File: config.mk
export PLATFORM = sky130hd
export DESIGN_NAME = ccip_tx_flow_scheduler
export DESIGN_NICKNAME = d
export VERILOG_FILES = /design/src/rtl/ccip_tx_flow_scheduler.sv
export SDC_FILE = /design/constraint.sdc
export NUM_CORES = 1
export LEC_CHECK = 0
export ABC_AREA = 1
export CORE_MARGIN = 2
export CORE_UTILIZATION = 35
export DETAILED_ROUTE_END_ITERATION = 8
export PLACE_DENSITY = 0.65
export SYNTH_ARGS = -nofsm -noshare
export SYNTH_HDL_FRONTEND = slang
export SYNTH_SLANG_ARGS = --single-unit
File: constraint.sdc
create_clock -name clk -period 2.2 [get_ports clk]
set_input_delay 0.33 -clock clk [delete_from_list [all_inputs] [get_ports clk]]
set_output_delay 0.33 -clock clk [all_outputs]
set_load 0.01 [all_outputs]
File: src/rtl/ccip_tx_flow_scheduler.sv
// CCI-P TX flow scheduler: round-robin choice of the next flow FIFO to drain.
// A flow competes once it holds a full batch, or a partial batch that has
// waited at least flush_timeout cycles. A grant is held until accepted, then
// the chosen flow is popped for exactly grant_count consecutive cycles.
//
// state | meaning
// ------+---------------------------------------------------------------
// IDLE  | scheduling disabled, waiting for start
// ARB   | evaluate eligibility and almost-full, pick the next flow
// GRANT | grant presented, waiting for grant_ready
// POP   | pop strobes for the granted flow, one entry per cycle
// HOLD  | one idle cycle so FIFO occupancy reflects the pops
module ccip_tx_flow_scheduler #(
  parameter int LMAX_NUM_OF_FLOWS = 1,
  parameter int LFIFO_DEPTH       = 3,
  parameter int LMAX_CCIP_BATCH   = 2,
  parameter int TIMEOUT_W         = 16
) (
  input  logic                                                clk,
  input  logic                                                reset,
  input  logic                                                start,
  input  logic [LMAX_NUM_OF_FLOWS-1:0]                        number_of_flows,
  input  logic [LMAX_CCIP_BATCH-1:0]                          l_tx_batch_size,
  input  logic [TIMEOUT_W-1:0]                                flush_timeout,
  input  logic [(2**LMAX_NUM_OF_FLOWS)*(LFIFO_DEPTH+1)-1:0]   ff_occ,
  input  logic                                                tx_almost_full,
  output logic                                                grant_valid,
  output logic [LMAX_NUM_OF_FLOWS-1:0]                        grant_flow,
  output logic [LMAX_CCIP_BATCH:0]                            grant_count,
  output logic                                                grant_flush,
  input  logic                                                grant_ready,
  output logic [(2**LMAX_NUM_OF_FLOWS)-1:0]                   pop_en,
  output logic                                                busy,
  output logic [31:0]                                         stat_flush_cnt
);

  localparam int MAX_FLOWS = 2**LMAX_NUM_OF_FLOWS;
  localparam int OW        = LFIFO_DEPTH + 1;
  localparam int CW        = LMAX_CCIP_BATCH + 1;
  localparam int FW        = LMAX_NUM_OF_FLOWS;

  localparam logic [2:0] IDLE  = 3'd0;
  localparam logic [2:0] ARB   = 3'd1;
  localparam logic [2:0] GRANT = 3'd2;
  localparam logic [2:0] POP   = 3'd3;
  localparam logic [2:0] HOLD  = 3'd4;

  logic [2:0]           state;
  logic [FW-1:0]        rr_ptr;
  logic [CW-1:0]        pop_cnt;
  logic [CW-1:0]        batch;
  logic [OW-1:0]        occ      [MAX_FLOWS];
  logic [TIMEOUT_W-1:0] age_q    [MAX_FLOWS];
  logic [MAX_FLOWS-1:0] active;
  logic [MAX_FLOWS-1:0] full_v;
  logic [MAX_FLOWS-1:0] elig;
  logic [FW-1:0]        scan_idx;
  logic                 pick_found;
  logic [FW-1:0]        pick_flow;
  logic                 pick_full;
  logic [CW-1:0]        pick_count;
  logic                 pop_last;

  // Unpack occupancies and mark flows inside the configured range.
  always_comb begin
    for (int f = 0; f < MAX_FLOWS; f++) begin
      occ[f]    = ff_occ[f*OW +: OW];
      active[f] = (f <= int'(number_of_flows));
    end
  end

  // Batch size is a power of two, clamped at the largest supported batch.
  always_comb begin
    if (int'(l_tx_batch_size) >= LMAX_CCIP_BATCH)
      batch = CW'(1) << LMAX_CCIP_BATCH;
    else
      batch = CW'(1) << l_tx_batch_size;
  end

  // Per-flow eligibility: full batch, or an aged partial batch when flushing is enabled.
  always_comb begin
    for (int f = 0; f < MAX_FLOWS; f++) begin
      full_v[f] = int'(occ[f]) >= int'(batch);
      elig[f]   = active[f] &&
                  (full_v[f] ||
                   ((occ[f] != '0) && (flush_timeout != '0) && (age_q[f] >= flush_timeout)));
    end
  end

  // Round-robin scan starting just after the last served flow; anything past
  // number_of_flows wraps to flow 0, which also covers a shrunken flow count.
  always_comb begin
    pick_found = 1'b0;
    pick_flow  = '0;
    scan_idx   = rr_ptr;
    for (int i = 0; i < MAX_FLOWS; i++) begin
      scan_idx = (scan_idx >= number_of_flows) ? '0 : scan_idx + FW'(1);
      if (!pick_found && elig[scan_idx]) begin
        pick_found = 1'b1;
        pick_flow  = scan_idx;
      end
    end
  end

  // Grant size for the picked flow: a full batch, or whatever a partial batch holds.
  always_comb begin
    pick_full  = full_v[pick_flow];
    pick_count = pick_full ? batch : CW'(occ[pick_flow]);
  end

  assign pop_last = (pop_cnt == grant_count - CW'(1));

  // Age counters: cleared when empty, out of range, or just drained; else saturate upward.
  always_ff @(posedge clk) begin
    if (reset) begin
      for (int f = 0; f < MAX_FLOWS; f++) age_q[f] <= '0;
    end else begin
      for (int f = 0; f < MAX_FLOWS; f++) begin
        if (!active[f] || (occ[f] == '0) ||
            ((state == POP) && pop_last && (int'(grant_flow) == f)))
          age_q[f] <= '0;
        else if (age_q[f] != {TIMEOUT_W{1'b1}})
          age_q[f] <= age_q[f] + TIMEOUT_W'(1);
      end
    end
  end

  // Scheduler FSM; the grant fields are captured in ARB so an in-flight batch
  // is unaffected by later configuration or occupancy changes.
  always_ff @(posedge clk) begin
    if (reset) begin
      state          <= IDLE;
      rr_ptr         <= '0;
      pop_cnt        <= '0;
      grant_flow     <= '0;
      grant_count    <= '0;
      grant_flush    <= 1'b0;
      stat_flush_cnt <= '0;
    end else begin
      case (state)
        IDLE: begin
          if (start) state <= ARB;
        end
        ARB: begin
          if (!start) begin
            state <= IDLE;
          end else if (pick_found && !tx_almost_full) begin
            grant_flow  <= pick_flow;
            grant_count <= pick_count;
            grant_flush <= !pick_full;
            state       <= GRANT;
          end
        end
        GRANT: begin
          if (grant_ready) begin
            pop_cnt <= '0;
            state   <= POP;
          end
        end
        POP: begin
          if (pop_last) begin
            rr_ptr <= grant_flow;
            if (grant_flush) stat_flush_cnt <= stat_flush_cnt + 32'd1;
            state <= HOLD;
          end else begin
            pop_cnt <= pop_cnt + CW'(1);
          end
        end
        HOLD: begin
          state <= start ? ARB : IDLE;
        end
        default: state <= IDLE;
      endcase
    end
  end

  // Decode outputs from the current state.
  always_comb begin
    pop_en = '0;
    if (state == POP) pop_en[grant_flow] = 1'b1;
    grant_valid = (state == GRANT);
    busy        = (state != IDLE);
  end

endmodule

==> out/results.ini, run 1 <==
[run_status]
outcome = finished with violations
violations = negative setup slack

[worst_setup_path]
endpoint_kind = register
critical_path.top_delay_family = simple AND/OR/NAND/NOR gates
cp-start-kind = register
worst-path-buf-inv = 1
slowest_stage = edfxtp_1
worstPathRequired_ps = 2480
path_cells = ha_4, nand2_2, nor2_2, and2_1, nand2_1, inv_2, nand2_2, nand3_2, nand2_4, nand2_2, nand2_2, o21bai_1, nand2_2, nor2_2, nor2_1, nor2_1
critPathMaxFanout = 3
critPathKind = register to register
slowest_delay_ps = 470
critPathMostFrequentCell = nand2_2
arrival_ps = 2480

[detailed_routing]
ant_nets = 0
wl_mm = 14.5
routed.top_layer = met4
viasPerCell = 4.69
route.detailed.drc = 0
vias = 5266
met3WireLength_microns = 464
wire_per_inst_microns = 12.9
first_pass_iters = 5
first_iter_violations = 228
wl_met2_mm = 6.88
wl_met1_mm = 6.95

[layout]
syn_to_final_growth_pct = 43.3
n_antenna_cell = 0
seqCellArea_sq_um = 1840
layout.nets = 982
drive_gt1_frac = 0.232
fillers = 1478
layout_common_cells = nand2_1, inv_1, nor2_1
final_common_cell = nand2_1
multi_input_area_sq_um = 3660

[sta]
grt_setup_unrepaired = true
hold_viol_final = 0
drv_slew = 0
fin_setup_tns_ps = -1.87
worstMarginPinSlew_ps = 457
setup_ws_ps = -1.87
fmax_ghz = 0.454
skew_ps = 8.61
fin_crit_sh = 1.00
setup_viol = 1
period_needed_ps = 2200
slew_headroom = 0.692

[clock_network]
cts_max_level = 3
insertion_delay_ps = 350
cts.sinks = 76
path_clk_slew_ps = 60
clk_path_buf_depth = 2
cts_tree = done
postCtsHoldBufs = 0
cts_buffers = 9
cts_root_buf = clkbuf_16

[synth]
syn_area_sq_um = 5470
yosysSeqAreaShare = 0.336
yosysWarningCount = 0
synth-seq-cells = 76
yosysTopAreaCellShare = 0.176
syn_nets = 841
syn_area_per_cell_sq_um = 7.15
dominantRegCellSynth = dfxtp_1
synthCells = 766
synth_edf_count = 32
yosysUniqueCellTypes = 39
synth_area_leaders = edfxtp_1, dfxtp_1, nand2_1
async_flop_share = 0
yosys.area.top_type = edfxtp_1

[global_route]
grt_pass1_wl_mm = 22.7
antenna_found_initial = 0
grt_pass1_vias = 4797
overflow = 0
grt_usage = 0.168
grt_max_degree = 35

[die]
start_util = 0.359
coreArea_sq_um = 15300
rows = 45
boundaryPins = 73
die_w_microns = 129
die_h_microns = 129
die-area_sq_um = 16700

[min_path]
hp-class = register to register

[place]
io_buffers = 72
gp_congestion = 0.896
dpl.hpwl_mm = 10.3
pre_cts_ws_ps = -522

[pwr]
vdd_drop_max_uv = 336
leakage_nw = 3.32
power_density_nw_per_um2 = 444

[flow_run]
maxCapViolations = 0

worst reg2reg max path, cell delays in order (launching register included):
cell	delay (ps)
edfxtp_1	470
ha_4	320
nand2_2	50
nor2_2	90
and2_1	140
nand2_1	60
inv_2	50
nand2_2	50
nand3_2	80
nand2_4	60
nand2_2	70
nand2_2	50
o21bai_1	280
nand2_2	130
nor2_2	110
nor2_1	60
nor2_1	80
kinds of logic (layout without fill, tap and decap cells):
logic type	count (synthesis)	after routing	synth area share
AOI/OAI and AO/OA	81	81	0.0823
and+or+nand+nor	399	400	0.328
buffers and inverters	129	273	0.0946
adders and majority gates	43	43	0.0983
DFF	76	76	0.336
xor gates and xnor gates	38	38	0.0608
area by class of cell:
cell class	count	share of cell area
clock buffer	11	0.0325
tap	211	0.0336
multi-input combinational	562	0.466
inverter	116	0.0561
clock inverter	4	0.00383
timing repair buffer	142	0.172
sequential	76	0.235
state kept, by name, indices dropped and copies added (netlist names):
name	cells
pop_cnt	3
stat_flush_cnt	32
rr_ptr	1
grant_flow	1
state	3
age_q	32
grant_count	3
grant_flush	1
synthesized netlist by cell type, drive strengths merged, types with 2 or more instances:
| cell type | n |
|---|---|
| xnor2 | 11 |
| edfxtp | 32 |
| nor4 | 7 |
| o21bai | 2 |
| o21ai | 15 |
| nor3b | 12 |
| xor2 | 27 |
| nand3 | 33 |
| ha | 43 |
| nand2 | 205 |
| inv | 116 |
| nor2 | 91 |
| clkbuf | 7 |
| dfxtp | 44 |
| a21oi | 55 |
| a211oi | 2 |
| nand4 | 13 |
| buf | 6 |
| or2 | 2 |
| a21boi | 2 |
| a21o | 2 |
| nor3 | 34 |
where the power goes:
part	switching (W)	internal, W
logic	0.000283	0.000251
clock network	0.000615	0.000839
registers	0.0000158	0.00148
through the flow:
step	instance area, sq um	util	hold WS (ps)	power (W)	cells
finish	7850	0.514	498	0.00348	1122
global route	7850	0.514	537	0.00364	1122
CTS	7170	0.470	486	0.00341	1103
detailed placement	6800	0.446	462	0.00195	1088
global placement	6800	0.446	458	0.00194	1088
floorplan	5470	-	436	0.00176	766
per-layer routing:
| layer | vias up | global-route usage |
|---|---|---|
| met5 | - | 0 |
| met4 | 0 | 0.0512 |
| met3 | 11 | 0.0268 |
| met2 | 75 | 0.275 |
| met1 | 2415 | 0.229 |
| li1 | 2765 | - |
final timing paths:
kind / start / end / slack, ps / cells past startpoint
max: age_q[1][13] / grant_count[1] / -2 / 16
min: stat_flush_cnt[30] / stat_flush_cnt[30] / 500 / 2
max reg2reg: age_q[1][13] / grant_count[1] / -2 / 16
min reg2reg: stat_flush_cnt[30] / stat_flush_cnt[30] / 500 / 2
what timing repair did:
action	4_1_cts	5_1_grt
pin swaps	14	52
cloned	0	3
buffers inserted	0	16
resized for setup	23	119
setup endpoints to repair	47	102
No activity file was read; power rests on OpenSTA's default activity.
==> run 2: changes to the inputs <==
ABC_CLOCK_PERIOD_IN_PS = 2200   (was default)
==> results of run 2 <==
The final DEF is identical to that of run 1; final timing and power are the same.
==> run 3: changes to the inputs <==
CORE_MARGIN = 8   (was 2)
==> out/results.ini, run 3 (synthesized netlist as in run 1, its figures left out) <==
[clock_network]
cts_tree = done  ; unchanged
postCtsHoldBufs = 0  ; unchanged
clk_path_buf_depth = 2  ; unchanged
cts_root_buf = clkbuf_16  ; unchanged
cts_buffers = 9  ; unchanged
cts_max_level = 3  ; unchanged
insertion_delay_ps = 340  ; was 350 ps
path_clk_slew_ps = 60  ; about the same
cts.sinks = 76  ; unchanged

[worst_setup_path]
cp-start-kind = input pin  ; was register
worst-path-buf-inv = 4  ; was 1
critPathKind = input pin to register  ; was register to register
path_cells = clkdlybuf4s50_1, inv_2, ha_4, nand2_1, nor2_1, and2_1, nand2_1, inv_1, nand2_2, nand3_2, nand2_2, a21oi_4, buf_6, nand3_4, nand3_2, nand2_1, nor2_1, nor2_1  ; was ha_4, nand2_2, nor2_2, and2_1, nand2_1, inv_2, nand2_2, nand3_2, nand2_4, nand2_2, nand2_2, o21bai_1, nand2_2, nor2_2, nor2_1, nor2_1
endpoint_kind = register  ; unchanged
worstPathRequired_ps = 2440  ; was 2480 ps
slowest_stage = clkdlybuf4s50_1  ; was edfxtp_1
critical_path.top_delay_family = simple AND/OR/NAND/NOR gates  ; unchanged
slowest_delay_ps = 470  ; about the same
critPathMaxFanout = 4  ; was 3
arrival_ps = 2410  ; was 2480 ps

[layout]
fin_util = 0.520  ; was 0.514
largest_registers = age_q x32, stat_flush_cnt x32  ; unchanged
layout_common_cells = nand2_1, inv_1, nor2_1  ; unchanged
drive_gt1_frac = 0.236  ; was 0.232
final_area_sq_um = 7930  ; was 7850 sq um
layout.nets = 985  ; was 982
n_antenna_cell = 0  ; unchanged
final_common_cell = nand2_1  ; unchanged
syn_to_final_growth_pct = 44.8  ; was 43.3%

[detailed_routing]
first_pass_iters = 5  ; unchanged
wire_per_inst_microns = 13.3  ; was 12.9 microns
route.detailed.drc = 0  ; unchanged
viasPerCell = 4.68  ; was 4.69
first_iter_violations = 306  ; was 228
wl_mm = 14.9  ; was 14.5 mm
vias = 5272  ; was 5266
ant_nets = 0  ; unchanged

[sta]
setup_viol = 0  ; was 1
skew_ps = 7.78  ; was 8.61 ps
drv_slew = 0  ; unchanged
slew_headroom = 0.655  ; was 0.692
hold_viol_final = 0  ; unchanged
holdWs_ps = 491  ; was 498 ps
worstMarginPinSlew_ps = 513  ; was 457 ps
fin_crit_sh = 0.989  ; was 1.00
grt_setup_unrepaired = true  ; unchanged
fmax_ghz = 0.460  ; was 0.454 GHz
period_needed_ps = 2180  ; was 2200 ps

[die]
coreArea_sq_um = 15300  ; unchanged
rows = 45  ; unchanged
die_h_microns = 141  ; was 129 microns
start_util = 0.359  ; unchanged
die_w_microns = 141  ; was 129 microns
die-area_sq_um = 19900  ; was 16700 sq um
boundaryPins = 73  ; unchanged

[pwr]
power_density_nw_per_um2 = 446  ; was 444 nW/um^2
vdd_drop_max_uv = 317  ; was 336 uV
power_w = 0.00353  ; was 0.00348 W
leakage_nw = 3.43  ; was 3.32 nW

[place]
dpl.hpwl_mm = 10.8  ; was 10.3 mm
gp_congestion = 0.863  ; was 0.896
io_buffers = 72  ; unchanged
place_area_sq_um = 6790  ; was 6800 sq um

[global_route]
met1_usage = 0.179  ; was 0.229
grt_max_degree = 35  ; unchanged
use_met2 = 0.237  ; was 0.275
grtUsageMet3 = 0.0361  ; was 0.0268
grt_pass1_vias = 4995  ; was 4797
grt_usage = 0.143  ; was 0.168
antenna_found_initial = 0  ; unchanged
top_usage_layer = met2  ; unchanged
overflow = 0  ; unchanged
grt_pass1_wl_mm = 23.4  ; was 22.7 mm

[flow_run]
maxCapViolations = 0  ; unchanged

[min_path]
hp-class = register to register  ; unchanged

[run_status]
outcome = completed  ; was finished with violations

[run 3: changes by cell type in the layout (fill, tap and decap cells not counted), moves of 3 or more]
cell             delta
clkdlybuf4s50_1     -5
nor2_4              -5
nor2_2              +3
dlymetal6s2s_1      +5
[run 3: worst reg2reg max path, stage by stage, from the launching register on]
cell and delay, ps:
edfxtp_1 380, ha_2 200, nand2_2 60, nor2_2 90
inv_2 50, nor2_4 80, nand2_2 70, nor2_4 110
nand3_4 90, nor2_4 140, nand2_2 80, nor3_4 160
or2_4 190, clkbuf_16 170, a21oi_2 40
[run 3: layer usage]
layer	wire [microns]	vias up
li1	-	2773
met1	7230	2388
met2	6990	100
met3	598	11
met4	113	0
met5	0	-
[run 3: worst paths after layout]
path         cells after the start            endpoint                from  slack, ps
max                             18      grant_count[1]   flush_timeout[11]         20
min                              2  stat_flush_cnt[30]  stat_flush_cnt[30]        490
max reg2reg                     14         age_q[0][9]         age_q[0][0]         50
min reg2reg                      2  stat_flush_cnt[30]  stat_flush_cnt[30]        490
[run 3: per-stage QoR]
step | worst slack [ps] | TNS, ps | std cells
2_1_floorplan | 71.5 | 0 | 766
6_report | 24.0 | 0 | 1126
5_1_grt | -123 | -4560 | 1126
4_1_cts | 1.37 | 0 | 1102
3_3_place_gp | -477 | -4360 | 1086
3_5_place_dp | -525 | -4780 | 1086
[run 3: report_power, final]
group | internal, W | switching [W]
clock | 0.000899 | 0.000600
sequential | 0.00148 | 0.0000158
combinational | 0.000252 | 0.000288
[run 3: cell type report]
type | instances | area (sq um)
Sequential cell | 76 | 1840
Clock buffer | 14 | 285
Tap cell | 211 | 264
Inverter | 116 | 445
Timing Repair Buffer | 146 | 1430
Clock inverter | 2 | 15.0
Multi-Input combinational cell | 561 | 3640
Fill cell | 1455 | 7330
[run 3: repair_timing]
action,CTS,global route
endpoints found under the setup margin,53,102
gates cloned,0,3
gates resized for setup,22,131
pin swaps,7,60
buffers inserted,0,21
